===== config.mk =====
export PLATFORM = sky130hd
export DESIGN_NAME = conv33_window_gen
export DESIGN_NICKNAME = d
export VERILOG_FILES = /design/src/rtl/conv33_window_gen.sv
export SDC_FILE = /design/constraint.sdc
export NUM_CORES = 1
export LEC_CHECK = 0
export ABC_AREA = 0
export CORE_MARGIN = 2
export CORE_UTILIZATION = 41
export CTS_CLUSTER_SIZE = 8
export DETAILED_ROUTE_END_ITERATION = 7
export DONT_BUFFER_PORTS = 1
export RECOVER_POWER = 25
export SLEW_MARGIN = 15
export SYNTH_ARGS = -nofsm -noshare
export SYNTH_HDL_FRONTEND = slang
export SYNTH_SLANG_ARGS = --single-unit

===== constraint.sdc =====
create_clock -name clk -period 3.6 [get_ports clk]
set_input_delay 0.36 -clock clk [delete_from_list [all_inputs] [get_ports clk]]
set_output_delay 0.36 -clock clk [all_outputs]
set_load 0.03 [all_outputs]

===== src/rtl/conv33_window_gen.sv =====
`default_nettype none
// ============================================================================
//  Module      : conv33_window_gen
//  Description : Raster-order pixel stream to 3x3 sliding-window generator.
//                Two line buffers hold the previous image rows; every fully
//                interior 3x3 window (stride 1, no padding) is presented on a
//                single-stage valid/ready output register.
//  Revision    : 1.0 - initial release
// ============================================================================
module conv33_window_gen #(
    parameter int DATA_WIDTH = 8,
    parameter int IMG_W      = 28,
    parameter int IMG_H      = 28
) (
    input  logic                  clk,
    input  logic                  rst,
    input  logic                  pix_valid_in,
    output logic                  pix_ready_out,
    input  logic [DATA_WIDTH-1:0] pix_data,
    output logic                  win_valid_out,
    input  logic                  win_ready_in,
    output logic [DATA_WIDTH-1:0] win_0_0,
    output logic [DATA_WIDTH-1:0] win_0_1,
    output logic [DATA_WIDTH-1:0] win_0_2,
    output logic [DATA_WIDTH-1:0] win_1_0,
    output logic [DATA_WIDTH-1:0] win_1_1,
    output logic [DATA_WIDTH-1:0] win_1_2,
    output logic [DATA_WIDTH-1:0] win_2_0,
    output logic [DATA_WIDTH-1:0] win_2_1,
    output logic [DATA_WIDTH-1:0] win_2_2,
    output logic                  frame_done
);

    localparam int c_COL_W = $clog2(IMG_W);
    localparam int c_ROW_W = $clog2(IMG_H);
    localparam logic [c_COL_W-1:0] c_COL_LAST = c_COL_W'(IMG_W - 1);
    localparam logic [c_ROW_W-1:0] c_ROW_LAST = c_ROW_W'(IMG_H - 1);
    localparam logic [c_COL_W-1:0] c_COL_TWO  = c_COL_W'(2);
    localparam logic [c_ROW_W-1:0] c_ROW_TWO  = c_ROW_W'(2);

    // Raster position of the next pixel to be accepted
    logic [c_COL_W-1:0]    r_col;
    logic [c_ROW_W-1:0]    r_row;

    // lb0 holds row r-1, lb1 holds row r-2 (contents never reset)
    logic [DATA_WIDTH-1:0] r_lb0 [IMG_W];
    logic [DATA_WIDTH-1:0] r_lb1 [IMG_W];

    // Internal shift window and the registered output window, [row][col]
    logic [DATA_WIDTH-1:0] r_win [3][3];
    logic [DATA_WIDTH-1:0] w_shift [3][3];
    logic [DATA_WIDTH-1:0] r_out [3][3];
    logic                  r_win_valid;
    logic                  r_frame_done;

    logic                  w_accept;
    logic                  w_xfer;
    logic                  w_col_last;
    logic                  w_row_last;
    logic                  w_interior;
    logic [DATA_WIDTH-1:0] w_lb0_rd;
    logic [DATA_WIDTH-1:0] w_lb1_rd;

    assign pix_ready_out = !r_win_valid || win_ready_in;
    assign w_accept      = pix_valid_in && pix_ready_out;
    assign w_xfer        = r_win_valid && win_ready_in;
    assign w_col_last    = (r_col == c_COL_LAST);
    assign w_row_last    = (r_row == c_ROW_LAST);
    assign w_interior    = (r_row >= c_ROW_TWO) && (r_col >= c_COL_TWO);
    assign w_lb0_rd      = r_lb0[r_col];
    assign w_lb1_rd      = r_lb1[r_col];

    // Window after shifting left and inserting the new right-hand column
    always_comb begin
        for (int i = 0; i < 3; i++) begin
            for (int j = 0; j < 2; j++) begin
                w_shift[i][j] = r_win[i][j+1];
            end
        end
        w_shift[0][2] = w_lb1_rd;
        w_shift[1][2] = w_lb0_rd;
        w_shift[2][2] = pix_data;
    end

    // Column/row raster counters, wrapping at end of line and end of frame
    always_ff @(posedge clk or posedge rst) begin
        if (rst) begin
            r_col <= '0;
            r_row <= '0;
        end else if (w_accept) begin
            if (w_col_last) begin
                r_col <= '0;
                r_row <= w_row_last ? '0 : r_row + 1'b1;
            end else begin
                r_col <= r_col + 1'b1;
            end
        end
    end

    // Line buffers age one row per accept at the current column
    always_ff @(posedge clk) begin
        if (w_accept) begin
            r_lb1[r_col] <= w_lb0_rd;
            r_lb0[r_col] <= pix_data;
        end
    end

    // Internal shift window advances on every accepted pixel
    always_ff @(posedge clk or posedge rst) begin
        if (rst) begin
            for (int i = 0; i < 3; i++) begin
                for (int j = 0; j < 3; j++) begin
                    r_win[i][j] <= '0;
                end
            end
        end else if (w_accept) begin
            for (int i = 0; i < 3; i++) begin
                for (int j = 0; j < 3; j++) begin
                    r_win[i][j] <= w_shift[i][j];
                end
            end
        end
    end

    // Output stage: load on interior accept, else clear on transfer, else hold
    always_ff @(posedge clk or posedge rst) begin
        if (rst) begin
            r_win_valid <= 1'b0;
            for (int i = 0; i < 3; i++) begin
                for (int j = 0; j < 3; j++) begin
                    r_out[i][j] <= '0;
                end
            end
        end else if (w_accept && w_interior) begin
            r_win_valid <= 1'b1;
            for (int i = 0; i < 3; i++) begin
                for (int j = 0; j < 3; j++) begin
                    r_out[i][j] <= w_shift[i][j];
                end
            end
        end else if (w_xfer) begin
            r_win_valid <= 1'b0;
        end
    end

    // One-cycle pulse after the last pixel of the frame is accepted
    always_ff @(posedge clk or posedge rst) begin
        if (rst) begin
            r_frame_done <= 1'b0;
        end else begin
            r_frame_done <= w_accept && w_col_last && w_row_last;
        end
    end

    assign win_valid_out = r_win_valid;
    assign frame_done    = r_frame_done;
    assign win_0_0       = r_out[0][0];
    assign win_0_1       = r_out[0][1];
    assign win_0_2       = r_out[0][2];
    assign win_1_0       = r_out[1][0];
    assign win_1_1       = r_out[1][1];
    assign win_1_2       = r_out[1][2];
    assign win_2_0       = r_out[2][0];
    assign win_2_1       = r_out[2][1];
    assign win_2_2       = r_out[2][2];

endmodule
`default_nettype wire


# Word level (Yosys, flattened, before mapping)
# Memory sizes are Yosys's and may differ from the RTL's.
# Index checks and enable logic that the tools add are counted.
[classes]
eq_ne = 2
n_mux = 6
magnitude_cmp = 2
n_addsub = 2
reduce_logical = 10
[op_table]
columns = ["operator", "n"]
rows = [
  ["$add A5 B1 Y5 const B", 2],
  ["$eq A5 B5 Y1 const B", 2],
  ["$ge A5 B2 Y1 const B", 2],
  ["$mux W5", 2],
  ["$logic_and A1 B1 Y1", 6],
  ["$mux W1", 4],
  ["$reduce_and A2 Y1", 1],
  ["$reduce_bool A2 Y1", 1],
  ["$logic_not A1 Y1", 1],
  ["$logic_or A1 B1 Y1", 1],
]
[totals]
in_bits = 12
n_memories = 2
elab_cells = 43
regBits = 132
output_inout_bits = 75
ramBits = 448
[memory_table]
columns = ["memory", "words", "word_bits", "rd", "rd_ports_with_merged_regs", "write_ports", "line_no", "rtl"]
rows = [
  ["r_lb0", 28, 8, 1, 0, 1, "46", "logic [DATA_WIDTH-1:0] r_lb0 [IMG_W];"],
  ["r_lb1", 28, 8, 1, 0, 1, "47", "logic [DATA_WIDTH-1:0] r_lb1 [IMG_W];"],
]

# Logic depth before layout (Yosys ltp)
[depth]
depth_word = 5
ltp_mapped = 9
mapped_depth_nobuf = 6

# Worst setup path before layout
# No wires, ideal clock.
[synth_timing]
kind = "register -> register"
start = "register r_win_valid, in the netlist win_valid_out"
end = "memory r_lb0[23][0] (enable)"
arrival_ns = 2.291
path_buffers = 1
setup_ns = 0.388
path_stages_with_launch = 7
period_less_slack_ns = 2.679
t_required_ns = 3.212
setup_slack_ns = 0.921
cell_sequence = "dfrtp_1 -> nor2b_1 -> inv_1 -> and2_1 -> clkbuf_1 -> nand2_1 -> nor2_1"
[synth_between]
elab_chain_len = 5
[synth_lines]
columns = ["item", "line_no", "rtl"]
rows = [
  ["start: declaration", "53", "logic r_win_valid;"],
  ["start signal: assignment", "128", "r_win_valid <= 1'b0;"],
  ["start signal: assignment", "135", "r_win_valid <= 1'b1;"],
  ["start signal: assignment", "142", "r_win_valid <= 1'b0;"],
  ["$logic_not A1 Y1", "64", "assign pix_ready_out = !r_win_valid || win_ready_in;"],
  ["$logic_or A1 B1 Y1", "64", ""],
  ["named net pix_ready_out", "18", "output logic pix_ready_out,"],
  ["$logic_and A1 B1 Y1", "65", "assign w_accept = pix_valid_in && pix_ready_out;"],
  ["$mux W1", "102", "if (w_accept) begin"],
  ["$mux W1 (implied by the code)", "104", "r_lb0[r_col] <= pix_data;"],
  ["end: declaration", "46", ""],
]
# The timed path passes the listed nets, and every way through them passes these cells.

# Final worst setup path
[layout_timing]
start = "register r_col[0]"
end = "register r_out (netlist bit win_0_2[7])"
[layout_between]
elab_chain_len = 3
elab_cells_between_ends = 4
cone_classes = "1 x order compare; 2 x reduce/logical; 1 x memory"
[layout_lines]
columns = ["item", "line_no", "rtl"]
rows = [
  ["start: declaration", "42", "logic [c_COL_W-1:0] r_col;"],
  ["start signal: assignment", "95", "r_col <= r_col + 1'b1;"],
  ["$ge A5 B2 Y1", "69", "assign w_interior = (r_row >= c_ROW_TWO) && (r_col >= c_COL_TWO);"],
  ["$logic_and A1 B1 Y1", "69", ""],
  ["$logic_and A1 B1 Y1", "134", "end else if (w_accept && w_interior) begin"],
  ["end signal: indexed assignment", "138", "r_out[i][j] <= w_shift[i][j];"],
  ["end: declaration", "52", "logic [DATA_WIDTH-1:0] r_out [3][3];"],
]
# Several ways; a longest one is shown, not always the timed one.
# A chain may end at the register's enable or synchronous reset.

==> impl_metrics.csv <==
group,metric,value,unit
outcome,outcome,"finished with violations",
outcome,violations,"capacitance limit, slew limit",
grt,grt_pass1_vias,12250,
logic_synthesis,synthCells,1321,
sta,min_period,3.068,ns
critical_path,worst_ep_required_time,4.08,ns
sta,max_freq,0.3259,GHz
pwr,power.leakage,0.009465,uW
routing,wl_met3,4634,um
clock_tree,clk_pin_slew,0.06,ns
logic_synthesis,ys_warn_count,0,
placed_design,gp_congestion,0.8806,
critical_path,path_max_fanout,28,
routing,wl_met2,26650,um
placed_design,portBuffers,0,
floorplan,io_pins,87,
grt,antenna_found_initial,0,
routing,drc,0,
floorplan,rows,85,
logic_synthesis,ys_types,49,
pwr,power,24210,uW
grt,grt_max_degree,71,
clock_tree,clk_latency,0.61,ns
critical_path,critPathLaunchType,"flip-flop",
placed_design,hpwlAfterDp,36360,um
clock_tree,htreeDepth,3,
cells_and_area,final_cells,2175,
sta,relSlewSlack,-17.23,%
clock_tree,cts_max_path_buffers,3,
logic_synthesis,netlist_area,22480,um^2
floorplan,coreArea,54030,um^2
logic_synthesis,async_flop_share,22.76,%
floorplan,die_w,238.1,um
logic_synthesis,ys_ff_latch,580,
pwr,worst_ir_drop_vdd,456.1,uV
sta,finalCritPeriodShare,85.24,%
sta,slew_violations,288,
placed_design,dp.cells,2018,
critical_path,end_kind,"flip-flop",
routing,vias,12190,
logic_synthesis,ys.flop_type,"edfxtp_1",
critical_path,cp.arrival,3.55,ns
logic_synthesis,synth-seq-area-share,74.54,%
grt,grt_pass1_wl,83720,um
cells_and_area,areaGrowthSynthToFinish,16.00,%
run,cap_violations,8,
sta,rsz0062_at_grt,"no",
clock_tree,cts_tree,"built",
routing,drtIter0Drc,1355,
sta,hold_violations,0,
routing,wire_per_inst,26.34,um
hold_path,hold_class,"primary input to flip-flop",
floorplan,initial_core_util,41.60,%
cells_and_area,multiInputGateArea,5348,um^2
clock_tree,cts_buffers,82,
sta,clock_skew,0.01555,ns
cells_and_area,drive_gt1_share,17.92,%
pwr,power_density,928.3,nW/um^2
floorplan,floorplan.die_area,56710,um^2
clock_tree,clock_sinks,580,
sta,worstMarginPinSlew,1.758,ns
routing,finalWirelength,57290,um
grt,groute.usage.overall,20.36,%
routing,drt_first_pass_iters,5,
floorplan,die_y,238.1,um
cells_and_area,layout.nets,1434,
critical_path,criticalPathCategory,"flip-flop to flip-flop",
logic_synthesis,synth_area_per_cell,17.02,um^2
logic_synthesis,synth_nets,1339,
routing,vias_per_cell,5.606,
clock_tree,ctsRootBufferMaster,"clkbuf_16",
routing,postRouteAntennaNets,0,
grt,globalRouteOverflowTotal,0,
sta,setup_viol,0,
cells_and_area,ff_latch_area,16760,um^2
sta,finalSetupTns,0,ns
routing,top_layer,"met4",
logic_synthesis,synth_edf_count,448,
cells_and_area,n_antenna_cell,0,
cells_and_area,fill_cells,4548,
routing,met1Wirelength,24560,um
layer usage:
| metal | vias up | GRT usage [%] |
|---|---|---|
| met2 | 525 | 31.41 |
| met1 | 6259 | 28.30 |
| met5 | - | 0 |
| met3 | 101 | 5.379 |
| met4 | 0 | 6.383 |
| li1 | 5309 | - |
Yosys cell counts (7+ instances only):
cell / n / area share [%]
o22ai_1: 92 / 2.6
nor4_2: 7 / 0.39
mux2i_1: 192 / 8.5
nand3_1: 9 / 0.20
nor2b_1: 8 / 0.22
dfrtp_1: 132 / 15
nor2_1: 46 / 0.77
buf_4: 9 / 0.30
nor4_1: 9 / 0.25
buf_2: 38 / 0.85
edfxtp_1: 448 / 60
clkbuf_1: 19 / 0.32
nand2_1: 124 / 2.1
mux4_2: 16 / 1.6
a31oi_1: 14 / 0.39
mux2_1: 26 / 1.3
mux2_2: 46 / 2.3
worst max-delay path, stage by stage, from the launching register on:
cell	delay (ns)
dfrtp_2	0.87
or4b_1	0.61
buf_4	0.27
o22ai_1	0.08
nor4_1	0.68
nand2_1	0.12
mux2_2	0.30
placed cells by master, fill, tap and decap left out, drive strengths merged, types with 3 or more instances in the layout:
| cell | count |
|---|---|
| a211oi | 4 |
| nand2 | 124 |
| o22ai | 92 |
| nand3 | 9 |
| edfxtp | 448 |
| nand4bb | 5 |
| mux2 | 75 |
| inv | 6 |
| mux4 | 16 |
| mux2i | 192 |
| nor3 | 12 |
| xnor2 | 3 |
| or4b | 4 |
| o21ai | 7 |
| nor4 | 16 |
| dfrtp | 132 |
| nor2 | 46 |
| and3 | 3 |
| clkbuf | 154 |
| a31oi | 14 |
| buf | 73 |
| a311oi | 3 |
| nor2b | 11 |
| nand3b | 3 |
| ha | 6 |
final cells by class:
type	count	share of cell area, %
inverters	6	0.09117
multi-input cells	663	20.51
clock inverters	2	0.05278
repair buffers	83	2.543
well taps	696	3.340
clock buffers	145	9.184
flip-flops and latches	580	64.28
state kept, by name, summed over array words and instances (netlist names):
| register | flops |
|---|---|
| win_1_0 | 8 |
| win_1_2 | 8 |
| win_0_1 | 8 |
| r_row | 5 |
| r_lb1 | 224 |
| win_2_0 | 8 |
| win_0_2 | 8 |
| win_0_0 | 8 |
| frame_done | 1 |
| win_2_2 | 8 |
| r_col | 5 |
| win_valid_out | 1 |
| win_2_1 | 8 |
| win_1_1 | 8 |
| r_win | 48 |
| r_lb0 | 224 |
per-stage QoR:
| step | hold WS, ns | area, um^2 | setup WS [ns] | utilization, % |
|---|---|---|---|---|
| CTS | 0.02282 | 26190 | 0.5257 | 48.48 |
| finish | 0.09892 | 26080 | 0.5315 | 48.26 |
| global placement | 0.3542 | 23610 | 0.5841 | 43.70 |
| global route | 0.1059 | 26080 | 0.3575 | 48.26 |
| detailed placement | 0.3631 | 23620 | 0.5422 | 43.71 |
| floorplan | 0.4402 | 22480 | 0.9205 | - |
power by group:
part	switching, uW	internal (uW)	total [uW]	leakage (uW)
sequential	1660	9320	11000	0.00565
clock	2690	4440	7130	0.00115
combinational	3800	2300	6100	0.00267
cells by family (layout without fill, tap and decap cells):
kind of cell | Yosys count | after routing | synth area share, %
simple gates | 246 | 246 | 5.661
mux | 283 | 283 | 13.96
buf+inv | 78 | 236 | 1.865
compound gates | 124 | 124 | 3.479
fa+ha+maj | 6 | 6 | 0.3340
flops | 580 | 580 | 74.54
xor+xnor | 4 | 4 | 0.1559
worst paths after layout:
check / start / end / slack (ns) / cells past startpoint
worst min register to register: r_win[8]$_DFFE_PP0P_ / r_win[8]$_DFFE_PP0P_ / 0.47 / 2
max in group asynchronous: rst / r_win[51]$_DFFE_PP0P_ / 0.87 / 3
min in group asynchronous: rst / frame_done$_DFF_PP0_ / 0.51 / 2
worst min-delay path: pix_valid_in / r_col[1]$_DFFE_PP0P_ / 0.1 / 2
worst max register to register: r_col[0]$_DFFE_PP0P_ / win_0_2[7]$_DFFE_PP0P_ / 0.53 / 6
worst max-delay path: r_col[0]$_DFFE_PP0P_ / win_0_2[7]$_DFFE_PP0P_ / 0.53 / 6
timing repair:
item	in CTS	in global routing
endpoints found under the hold margin	269	0
setup buffers	0	0
hold buffers	9	0
gates resized for setup	0	0
Power figures use the tool's default switching activity.
